$ cat src/rtl/tfe_flow_dispatch.sv
// Ready-flow dispatcher: queues threshold events, offers them round-robin to
// credit-limited PEs, and returns forward/reverse addresses in dispatch order on free.
module tfe_flow_dispatch #(
    parameter int unsigned ADDR_W     = 12,
    parameter int unsigned NUM_PE     = 2,
    parameter int unsigned FIFO_DEPTH = 16,
    parameter int unsigned MAX_INFL   = 4,
    parameter int unsigned CNT_W      = 16
) (
    input  logic                        clk,
    input  logic                        rst,
    input  logic                        reach_thrh,
    input  logic [ADDR_W-1:0]           i_fea_addr,
    input  logic [ADDR_W-1:0]           i_r_fea_addr,
    output logic [NUM_PE-1:0]           o_disp_v,
    output logic [ADDR_W-1:0]           o_disp_addr,
    input  logic [NUM_PE-1:0]           i_disp_rdy,
    input  logic [NUM_PE-1:0]           i_free,
    output logic [ADDR_W-1:0]           o_free_addr,
    output logic [ADDR_W-1:0]           o_free_r_addr,
    output logic                        o_free_v,
    output logic [$clog2(FIFO_DEPTH):0] o_fifo_cnt,
    output logic [CNT_W-1:0]            o_drop_cnt,
    output logic                        o_free_err
);

    localparam int unsigned QP_W = $clog2(FIFO_DEPTH);
    localparam int unsigned QC_W = QP_W + 1;
    localparam int unsigned IP_W = $clog2(MAX_INFL);
    localparam int unsigned IC_W = IP_W + 1;
    localparam int unsigned PE_W = (NUM_PE > 1) ? $clog2(NUM_PE) : 1;
    localparam int unsigned E_W  = 2 * ADDR_W;

    typedef enum logic {IDLE, OFFER} state_e;

    state_e            state_q, state_d;
    logic [QP_W-1:0]   q_wr_q, q_wr_d, q_rd_q, q_rd_d;
    logic [QC_W-1:0]   q_cnt_q, q_cnt_d;
    logic [CNT_W-1:0]  drop_q, drop_d;
    logic [PE_W-1:0]   rr_q, rr_d, gnt_q, gnt_d;
    logic [ADDR_W-1:0] disp_addr_q, disp_addr_d;
    logic [IP_W-1:0]   inf_wr_q [NUM_PE];
    logic [IP_W-1:0]   inf_wr_d [NUM_PE];
    logic [IP_W-1:0]   inf_rd_q [NUM_PE];
    logic [IP_W-1:0]   inf_rd_d [NUM_PE];
    logic [IC_W-1:0]   inf_cnt_q [NUM_PE];
    logic [IC_W-1:0]   inf_cnt_d [NUM_PE];
    logic [IC_W-1:0]   pend_q [NUM_PE];
    logic [IC_W-1:0]   pend_d [NUM_PE];
    logic              free_v_q, free_v_d;
    logic [ADDR_W-1:0] free_addr_q, free_addr_d, free_r_addr_q, free_r_addr_d;
    logic              free_err_q, free_err_d;

    logic [E_W-1:0]    q_mem [FIFO_DEPTH];
    logic [E_W-1:0]    inf_mem [NUM_PE][MAX_INFL];

    logic              push, accept, serve, found;
    logic              dpush, spop, fok;
    logic [PE_W-1:0]   serve_idx;
    logic [E_W-1:0]    serve_data;
    int unsigned       idx;

    always_comb begin
        state_d       = state_q;
        q_wr_d        = q_wr_q;
        q_rd_d        = q_rd_q;
        q_cnt_d       = q_cnt_q;
        drop_d        = drop_q;
        rr_d          = rr_q;
        gnt_d         = gnt_q;
        disp_addr_d   = disp_addr_q;
        inf_wr_d      = inf_wr_q;
        inf_rd_d      = inf_rd_q;
        inf_cnt_d     = inf_cnt_q;
        pend_d        = pend_q;
        free_err_d    = free_err_q;
        free_addr_d   = free_addr_q;
        free_r_addr_d = free_r_addr_q;
        o_disp_v      = '0;
        found         = 1'b0;
        serve         = 1'b0;
        serve_idx     = '0;
        serve_data    = '0;
        dpush         = 1'b0;
        spop          = 1'b0;
        fok           = 1'b0;
        idx           = 0;

        // Full check uses the pre-pop count: a push at full is dropped even while popping.
        push   = reach_thrh && (q_cnt_q < QC_W'(FIFO_DEPTH));
        accept = (state_q == OFFER) && i_disp_rdy[gnt_q];

        if (push) begin
            q_wr_d = q_wr_q + QP_W'(1);
        end else if (reach_thrh && (drop_q != '1)) begin
            drop_d = drop_q + CNT_W'(1);
        end
        if (accept) begin
            q_rd_d = q_rd_q + QP_W'(1);
        end
        if (push && !accept) begin
            q_cnt_d = q_cnt_q + QC_W'(1);
        end else if (!push && accept) begin
            q_cnt_d = q_cnt_q - QC_W'(1);
        end

        case (state_q)
            IDLE: begin
                if (q_cnt_q != '0) begin
                    for (int unsigned i = 0; i < NUM_PE; i++) begin
                        idx = (int'(rr_q) + i) % NUM_PE;
                        if (!found && (inf_cnt_q[idx] < IC_W'(MAX_INFL))) begin
                            found = 1'b1;
                            gnt_d = PE_W'(idx);
                        end
                    end
                    if (found) begin
                        state_d     = OFFER;
                        disp_addr_d = q_mem[q_rd_q][E_W-1:ADDR_W];
                    end
                end
            end
            OFFER: begin
                o_disp_v[gnt_q] = 1'b1;
                if (accept) begin
                    state_d = IDLE;
                    rr_d    = PE_W'((int'(gnt_q) + 1) % NUM_PE);
                end
            end
            default: state_d = IDLE;
        endcase

        for (int unsigned k = 0; k < NUM_PE; k++) begin
            if (!serve && (pend_q[k] != '0)) begin
                serve     = 1'b1;
                serve_idx = PE_W'(k);
            end
        end
        if (serve) begin
            serve_data    = inf_mem[serve_idx][inf_rd_q[serve_idx]];
            free_addr_d   = serve_data[E_W-1:ADDR_W];
            free_r_addr_d = serve_data[ADDR_W-1:0];
        end
        free_v_d = serve;

        for (int unsigned k = 0; k < NUM_PE; k++) begin
            dpush = accept && (gnt_q == PE_W'(k));
            spop  = serve && (serve_idx == PE_W'(k));
            fok   = i_free[k] && (inf_cnt_q[k] != pend_q[k]);
            if (dpush) inf_wr_d[k] = inf_wr_q[k] + IP_W'(1);
            if (spop)  inf_rd_d[k] = inf_rd_q[k] + IP_W'(1);
            if (dpush && !spop) begin
                inf_cnt_d[k] = inf_cnt_q[k] + IC_W'(1);
            end else if (!dpush && spop) begin
                inf_cnt_d[k] = inf_cnt_q[k] - IC_W'(1);
            end
            if (fok && !spop) begin
                pend_d[k] = pend_q[k] + IC_W'(1);
            end else if (!fok && spop) begin
                pend_d[k] = pend_q[k] - IC_W'(1);
            end
            if (i_free[k] && !fok) free_err_d = 1'b1;
        end
    end

    always_ff @(posedge clk or posedge rst) begin
        if (rst) begin
            state_q       <= IDLE;
            q_wr_q        <= '0;
            q_rd_q        <= '0;
            q_cnt_q       <= '0;
            drop_q        <= '0;
            rr_q          <= '0;
            gnt_q         <= '0;
            disp_addr_q   <= '0;
            free_v_q      <= 1'b0;
            free_addr_q   <= '0;
            free_r_addr_q <= '0;
            free_err_q    <= 1'b0;
            for (int unsigned k = 0; k < NUM_PE; k++) begin
                inf_wr_q[k]  <= '0;
                inf_rd_q[k]  <= '0;
                inf_cnt_q[k] <= '0;
                pend_q[k]    <= '0;
            end
        end else begin
            state_q       <= state_d;
            q_wr_q        <= q_wr_d;
            q_rd_q        <= q_rd_d;
            q_cnt_q       <= q_cnt_d;
            drop_q        <= drop_d;
            rr_q          <= rr_d;
            gnt_q         <= gnt_d;
            disp_addr_q   <= disp_addr_d;
            free_v_q      <= free_v_d;
            free_addr_q   <= free_addr_d;
            free_r_addr_q <= free_r_addr_d;
            free_err_q    <= free_err_d;
            inf_wr_q      <= inf_wr_d;
            inf_rd_q      <= inf_rd_d;
            inf_cnt_q     <= inf_cnt_d;
            pend_q        <= pend_d;
        end
    end

    // Storage arrays carry no reset; occupancy counters guard every read.
    always_ff @(posedge clk) begin
        if (push) q_mem[q_wr_q] <= {i_fea_addr, i_r_fea_addr};
        if (accept) inf_mem[gnt_q][inf_wr_q[gnt_q]] <= q_mem[q_rd_q];
    end

    assign o_disp_addr   = disp_addr_q;
    assign o_free_v      = free_v_q;
    assign o_free_addr   = free_addr_q;
    assign o_free_r_addr = free_r_addr_q;
    assign o_fifo_cnt    = q_cnt_q;
    assign o_drop_cnt    = drop_q;
    assign o_free_err    = free_err_q;

endmodule

$ cat config.mk
export PLATFORM = sky130hd
export DESIGN_NAME = tfe_flow_dispatch
export DESIGN_NICKNAME = d
export VERILOG_FILES = /design/src/rtl/tfe_flow_dispatch.sv
export SDC_FILE = /design/constraint.sdc
export NUM_CORES = 1
export LEC_CHECK = 0
export CORE_AREA = 2 2 209 211
export CTS_CLUSTER_DIAMETER = 200
export DETAILED_ROUTE_END_ITERATION = 6
export DIE_AREA = 0 0 211 213
export PLACE_DENSITY = 0.77
export SYNTH_ARGS = -nofsm -noshare
export SYNTH_HDL_FRONTEND = slang
export SYNTH_SLANG_ARGS = --single-unit
$ cat constraint.sdc
create_clock -name clk -period 4.16 [get_ports clk]
set_clock_uncertainty 0.2 [all_clocks]
set_input_delay 0.416 -clock clk [delete_from_list [all_inputs] [get_ports clk]]
set_output_delay 0.416 -clock clk [all_outputs]
set_load 0.1 [all_outputs]
==> results of run 1 <==
-- per-layer routing --
layer | share of wire [%] | vias to the layer above
li1 | - | 5215
met2 | 52 | 441
met3 | 5.9 | 86
met1 | 40 | 6491
met5 | 0.052 | -
met4 | 1.9 | 4
-- power breakdown --
| group | internal (mW) | switching [mW] | leakage [nW] | total [mW] |
|---|---|---|---|---|
| sequential | 8.83 | 0.970 | 6.28 | 9.80 |
| clock | 3.37 | 2.39 | 1.02 | 5.76 |
| combinational | 2.99 | 4.79 | 2.66 | 7.79 |
| total | 15.2 | 8.15 | 9.96 | 23.3 |
-- metrics by stage --
stage	hold slack [ns]	area, um^2	power (mW)
global route	0.2926	29680	24.29
floorplan	0.2480	25810	15.47
finish	0.2330	29680	23.34
CTS	0.2666	29680	23.50
global placement	0.2598	27580	17.46
detailed placement	0.2697	27580	17.71
-- cells in the final DEF, fill, tap and decap left out, types with 14 or more instances in the layout --
| master | netlist | routed |
|---|---|---|
| xor2_1 | 20 | 20 |
| mux4_2 | 142 | 142 |
| ha_1 | 15 | 15 |
| mux4_1 | 14 | 14 |
| nor2_2 | 0 | 14 |
| dfrtp_1 | 90 | 84 |
| mux2i_1 | 38 | 38 |
| clkdlybuf4s50_1 | 0 | 91 |
| o21ai_0 | 29 | 29 |
| clkbuf_16 | 0 | 71 |
| buf_4 | 2 | 37 |
| xnor2_1 | 30 | 30 |
| clkbuf_1 | 24 | 17 |
| mux2_2 | 30 | 30 |
| nand2_1 | 61 | 61 |
| edfxtp_1 | 576 | 576 |
-- worst min path at each step --
stage | from | endpoint | slack, ns | cells after the start
finish | rst | o_drop_cnt[3]$_DFFE_PP0P_ | 0.23 | 2
detailed placement | o_free_err$_DFFE_PP0P_ | o_free_err$_DFFE_PP0P_ | 0.27 | 1
global placement | rr_q$_DFFE_PP0P_ | rr_q$_DFFE_PP0P_ | 0.26 | 2
CTS | rst | o_drop_cnt[3]$_DFFE_PP0P_ | 0.27 | 2
floorplan | rr_q$_DFFE_PP0P_ | rr_q$_DFFE_PP0P_ | 0.25 | 2
global route | i_free[0] | o_free_err$_DFFE_PP0P_ | 0.29 | 2
-- state kept, by name, indices dropped and copies added (netlist names) --
name	cells
o_free_err	1
o_fifo_cnt	5
o_free_v	1
o_free_addr	12
q_wr_q	4
inf_mem	192
inf_wr_q	4
q_rd_q	4
q_mem	384
o_disp_addr	12
gnt_q	1
inf_rd_q	4
rr_q	1
o_drop_cnt	16
state_q	1
inf_cnt_q	6
pend_q	6
o_free_r_addr	12
-- cells by family (layout without fill, tap and decap cells) --
kind of cell	Yosys count	in the layout	synth area share, %
compound gates	54	54	1.246
xor+xnor	50	50	1.697
fa+ha+maj	19	19	1.038
buf+inv	71	264	1.241
flops	666	666	75.76
mux	224	224	16.60
simple gates	136	136	2.415
-- layout make-up --
class	count	area, um^2	share of cell area [%]
clock inverter	31	261.5	0.8811
timing repair buffer	131	1249	4.207
sequential	666	19560	65.92
tap	546	683.2	2.302
clock buffer	88	1841	6.201
multi-input combinational	483	6027	20.31
inverter	14	55.05	0.1855
-- worst reg2reg max path, cell delays in order, from the launching register on --
cell     delay, ns
dfrtp_1       0.44
nor2b_1       0.63
ha_1          0.32
inv_1         0.12
ha_1          0.33
a21o_1        0.17
a21oi_1       0.18
mux2i_1       0.26
xnor2_1       0.14
==> run_results.csv, run 1 <==
group,metric,value,unit
clocking,tritoncts,"built",
placed_design,hpwl,28.47,mm
synthesis,async_flop_share,13.51,%
detailed_routing,dr.pass1.iters,5,
critical_path,cp.required,3.54,ns
synthesis,yosysSeqAreaShare,75.76,%
die,coreArea,42700,um^2
critical_path,reg2regPathDepth,8,
critical_path,start_kind,"flip-flop",
global_routing,antenna_found_initial,2,
worst_hold_path,min_path_type,"in -> async",
global_routing,grtUsageMet1,32.01,%
clocking,cts-root-buf,"clkbuf_16",
synthesis,yosys-top-cells-count,"edfxtp_1 (576), mux4_2 (142), dfrtp_1 (90), nand2_1 (61), mux2i_1 (38)",
sta,rsz0062_at_grt,"false",
final_layout,fin_nets,1412,
critical_path,cp-end-kind,"primary output",
clocking,clk_latency,0.58,ns
detailed_routing,ant_nets,0,
sta,slew_violations,0,
sta,setup_viol,0,
global_routing,grt-ovfl-total,0,
placed_design,gp_congestion,0.7896,
power,cellPowerDensity,786.4,nW/um^2
die,die_y,213,um
clocking,post_cts_buffers,0,
placed_design,port-buffer-count,91,
detailed_routing,routedWlPerCell,26.69,um
critical_path,path_buf_inv,1,
sta,worst_slack,1.069,ns
critical_path,r2r_start,"o_fifo_cnt[4]$_DFFE_PP0P_",
synthesis,synthesis.nets,1270,
synthesis,synth_area_leaders,"edfxtp_1 (67%), mux4_2 (12%), dfrtp_1 (8.7%)",
placed_design,dp_cells,1840,
detailed_routing,vias_per_cell,6.247,
die,die_area,44940,um^2
detailed_routing,drt_iter0_drc,1189,
sta,worstMarginPinSlew,1.053,ns
critical_path,startpoint,"state_q$_DFF_PP0_",
critical_path,critPathKind,"reg -> out",
power,p_leak,9.957,nW
synthesis,synth.most_common_cell,"edfxtp_1",
detailed_routing,finalWirelength,52.28,mm
clocking,clockBufferDepth,3,
synthesis,synth.avg_cell_area,21.15,um^2
clocking,htree_levels,3,
final_layout,post-route-util,69.51,%
critical_path,path_depth,2,
global_routing,globalRouteMet3Util,4.133,%
final_layout,fin_cells,1959,
placed_design,pre_cts_ws,0.8006,ns
synthesis,yosysUniqueCellTypes,41,
global_routing,grt.busiest_layer,"met2",
critical_path,crit_fanout,6,
synthesis,synth-edff-count,576,
detailed_routing,drc,0,
synthesis,synth_area,25800,um^2
sta,fin_crit_sh,74.30,%
sta,hold_viol_final,0,
die,num_io_pins,92,
global_routing,grt_max_degree,78,
die,rows,76,
clocking,cts_buffers,66,
final_layout,antenna_cells,0,
run_status,status,"finished, final reports clean",
synthesis,synth_top_area_cell,"edfxtp_1",
critical_path,cp_cell_sequence,"nor2b_1, clkdlybuf4s50_1",
global_routing,grt_pass1_wl,78.18,mm
power,vdd_drop_max,0.5106,mV
critical_path,worstReg2RegEnd,"o_fifo_cnt[4]$_DFFE_PP0P_",
final_layout,syn_to_final_growth,15.02,%
job,max_cap_violations,0,
global_routing,grt_use_met2,41.86,%
sta,fin_crit,3.091,ns
synthesis,synthFlopType,"edfxtp_1",
synthesis,synth.ff_latch_count,666,
critical_path,max_stage_delay,1.15,ns
global_routing,grt_pass1_vias,12695,
synthesis,synth_top_area_share,67.03,%
clocking,cts_hold_buf,0,
sta,fmax,323.5,MHz
synthesis,ys.warnings.count,0,
clocking,postCtsResizedCells,0,
critical_path,cp_top_family,"buffers and inverters",
die,initial_core_util,60.44,%
clocking,cts_sinks,666,
sta,timing.setup.tns,0,ns
synthesis,synth_cells,1220,
global_routing,grtUsageTotal,24.20,%
critical_path,slowest_stage,"clkdlybuf4s50_1",
final_layout,fillCellCount,2531,
critical_path,critPathArrivalTime,2.47,ns
sta,slew_headroom,29.60,%
critical_path,rrSetupSlack,1.30,ns
detailed_routing,dr_total_vias,12237,
clocking,cts.clk_slew.worst_paths,0.06,ns
critical_path,crit_end,"o_disp_v[0]",
die,die_w,211,um
final_layout,drive_gt1_share,24.20,%
Note: power is estimated with default switching activity, not from simulation.
==> run 2: changes to the inputs <==
- CORE_AREA: 2 2 209 211 -> 2 2 220 222
- DIE_AREA: 0 0 211 213 -> 0 0 222 224
- PLACE_DENSITY: 0.77 -> 0.73
- clock period: 4.16 -> 2.6 ns (I/O delays scaled with it)
==> run_results.csv, run 2 (synthesis gave the netlist of run 1 again) <==
group,metric,value,unit
critical_path,reg2regPathDepth,7,
clocking,htree_levels,3,
power,p_leak,10.45,nW
final_layout,syn_to_final_growth,18.61,%
detailed_routing,ant_nets,0,
global_routing,antenna_found_initial,3,
critical_path,cpMostUsedCell,"inv_1",
placed_design,port-buffer-count,91,
power,netSwitchingFraction,34.61,%
job,max_cap_violations,0,
run_status,status,"finished, final reports clean",
final_layout,layout_commonest_cell,"edfxtp_1",
power,p_clk_share,24.9,%
sta,slew_violations,0,
final_layout,final_cell_mix,"edfxtp_1 (576), mux4_2 (142), buf_4 (108)",
sta,slew_headroom,47.53,%
critical_path,max_stage_delay,0.46,ns
critical_path,rrSetupSlack,0.07,ns
final_layout,largest_register_ffs,384,
die,die_area,49730,um^2
global_routing,grt_pass1_vias,12903,
detailed_routing,drc,0,
global_routing,grt_pass1_wl,80.69,mm
clocking,cts_buffers,68,
power,cellPowerDensity,1255,nW/um^2
clocking,cts.clk_slew.worst_paths,0.06,ns
die,die_w,222,um
power,total_power,38.42,mW
power,p_int,25.12,mW
power,combPwrFrac,35.6,%
critical_path,cp.required,2.87,ns
power,vdd_drop_max,0.6545,mV
sta,timing.setup.tns,0,ns
critical_path,cp-end-kind,"flip-flop",
placed_design,gp_congestion,0.7698,
placed_design,hpwl,30.63,mm
critical_path,slowest_stage,"or3_1",
detailed_routing,dr.pass1.iters,5,
sta,fmax,395.1,MHz
sta,rsz0062_at_grt,"false",
sta,fin_crit,2.531,ns
worst_hold_path,whs_endpoint,"o_free_err$_DFFE_PP0P_",
die,coreArea,47350,um^2
critical_path,worstReg2RegEnd,"inf_cnt_q[1]$_DFFE_PP0P_",
clocking,tritoncts,"built",
clocking,cts-root-buf,"clkbuf_16",
final_layout,top_register,"q_mem",
worst_hold_path,min_path_cells,2,
die,num_io_pins,92,
power,p_sw,13.30,mW
critical_path,start_kind,"flip-flop",
critical_path,critPathArrivalTime,2.80,ns
die,die_y,224,um
sta,setup_viol,0,
sta,hold_viol_final,0,
global_routing,grt_max_degree,46,
power,seqPwrFrac,39.5,%
clocking,clockBufferDepth,3,
worst_hold_path,min_path_type,"in -> reg",
final_layout,fin_nets,1461,
detailed_routing,vias_per_cell,5.951,
clocking,cts_sinks,666,
detailed_routing,dr_total_vias,12385,
die,initial_core_util,54.50,%
die,rows,80,
critical_path,r2r_start,"pend_q[4]$_DFFE_PP0P_",
sta,worstMarginPinSlew,0.7819,ns
sta,fin_crit_sh,97.36,%
critical_path,critPathKind,"reg -> reg",
critical_path,cp_cell_sequence,"or3_1, nor2_1, inv_1, ha_1, inv_1, fa_1, mux2_2",
detailed_routing,routedWlPerCell,25.60,um
detailed_routing,drt_iter0_drc,1177,
sta,holdWs,0.1068,ns
global_routing,grtUsageTotal,22.15,%
clocking,clk_latency,0.59,ns
final_layout,post-route-util,64.64,%
critical_path,crit_fanout,5,
worst_hold_path,min_from,"i_free[1]",
global_routing,grt-ovfl-total,0,
final_layout,drive_gt1_share,31.49,%
detailed_routing,finalWirelength,53.27,mm
==> run 2: changes by cell type in the layout (fill, tap and decap cells not counted), sizes merged <==
cell,delta
buf,+107
dlygate4sd3,+1
diode,+2
clkbuf,+3
clkinv,-2
inv,+1
bufinv,+2
clkdlybuf4s50,-61
==> run 2: worst max-delay path by stage <==
stage                          startpoint  cells after the start  slack (ns)                        end
floorplan               state_q$_DFF_PP0_                      4        0.03    inf_mem[0][0]$_DFFE_PP_
global placement            i_disp_rdy[0]                     10       -0.13  o_fifo_cnt[4]$_DFFE_PP0P_
detailed placement          i_disp_rdy[0]                     10       -0.18  o_fifo_cnt[4]$_DFFE_PP0P_
CTS                 pend_q[4]$_DFFE_PP0P_                      7        0.05   inf_cnt_q[1]$_DFFE_PP0P_
global route            gnt_q$_DFFE_PP0P_                      9        0.01  o_fifo_cnt[4]$_DFFE_PP0P_
finish              pend_q[4]$_DFFE_PP0P_                      7        0.07   inf_cnt_q[1]$_DFFE_PP0P_
==> run 2: per-layer routing <==
layer	share of wire (%)	vias to the layer above	GRT usage, %
met4	1.9	2	7.149
met2	52	371	37.60
li1	-	5335	-
met3	5.0	69	3.358
met5	0.024	-	0
met1	41	6608	29.96
==> run 2: power groups by stage <==
| stage | clock network [mW] | logic, mW | registers (mW) |
|---|---|---|---|
| 6_report | 9.58 | 13.7 | 15.2 |
| 5_1_grt | 10.2 | 14.6 | 15.3 |
| 4_1_cts | 9.74 | 13.8 | 15.2 |
| 3_5_place_dp | 0 | 13.6 | 15.4 |
| 3_3_place_gp | 0 | 13.3 | 15.3 |
| 2_1_floorplan | 0 | 7.25 | 17.6 |
==> run 2: stage by stage <==
step | setup slack, ns | cells | area [um^2]
floorplan | 0.02934 | 1220 | 25960
global placement | -0.1330 | 1952 | 28330
detailed placement | -0.1758 | 1952 | 28330
CTS | 0.05412 | 2079 | 30590
global route | 0.01020 | 2081 | 30610
finish | 0.06869 | 2081 | 30610
==> run 2: timing repair <==
action,CTS,global route
endpoints found under the setup margin,1,1
setup buffers,3,0
endpoints found under the hold margin,21,0
resized for setup,0,2
hold buffers,1,0
==> run 2: final cells by class <==
cell class              count  area, um^2
inverters                  14       56.30
clock inverters            32       339.1
fillers                  3074       16740
diodes                      2       5.005
multi-input cells         483        6100
well taps                 615       769.5
flip-flops and latches    666       19570
repair buffers            178        1902
clock buffers              91        1869
==> run 2: critical path: cells and delay by family, from the launching register on <==
kind	cells	cell delay (ns)
adder cells (fa/ha/maj)	2	0.65
AND/OR/NAND/NOR	2	0.65
flip-flops	1	0.43
buffers and inverters	2	0.20
multiplexers	1	0.27
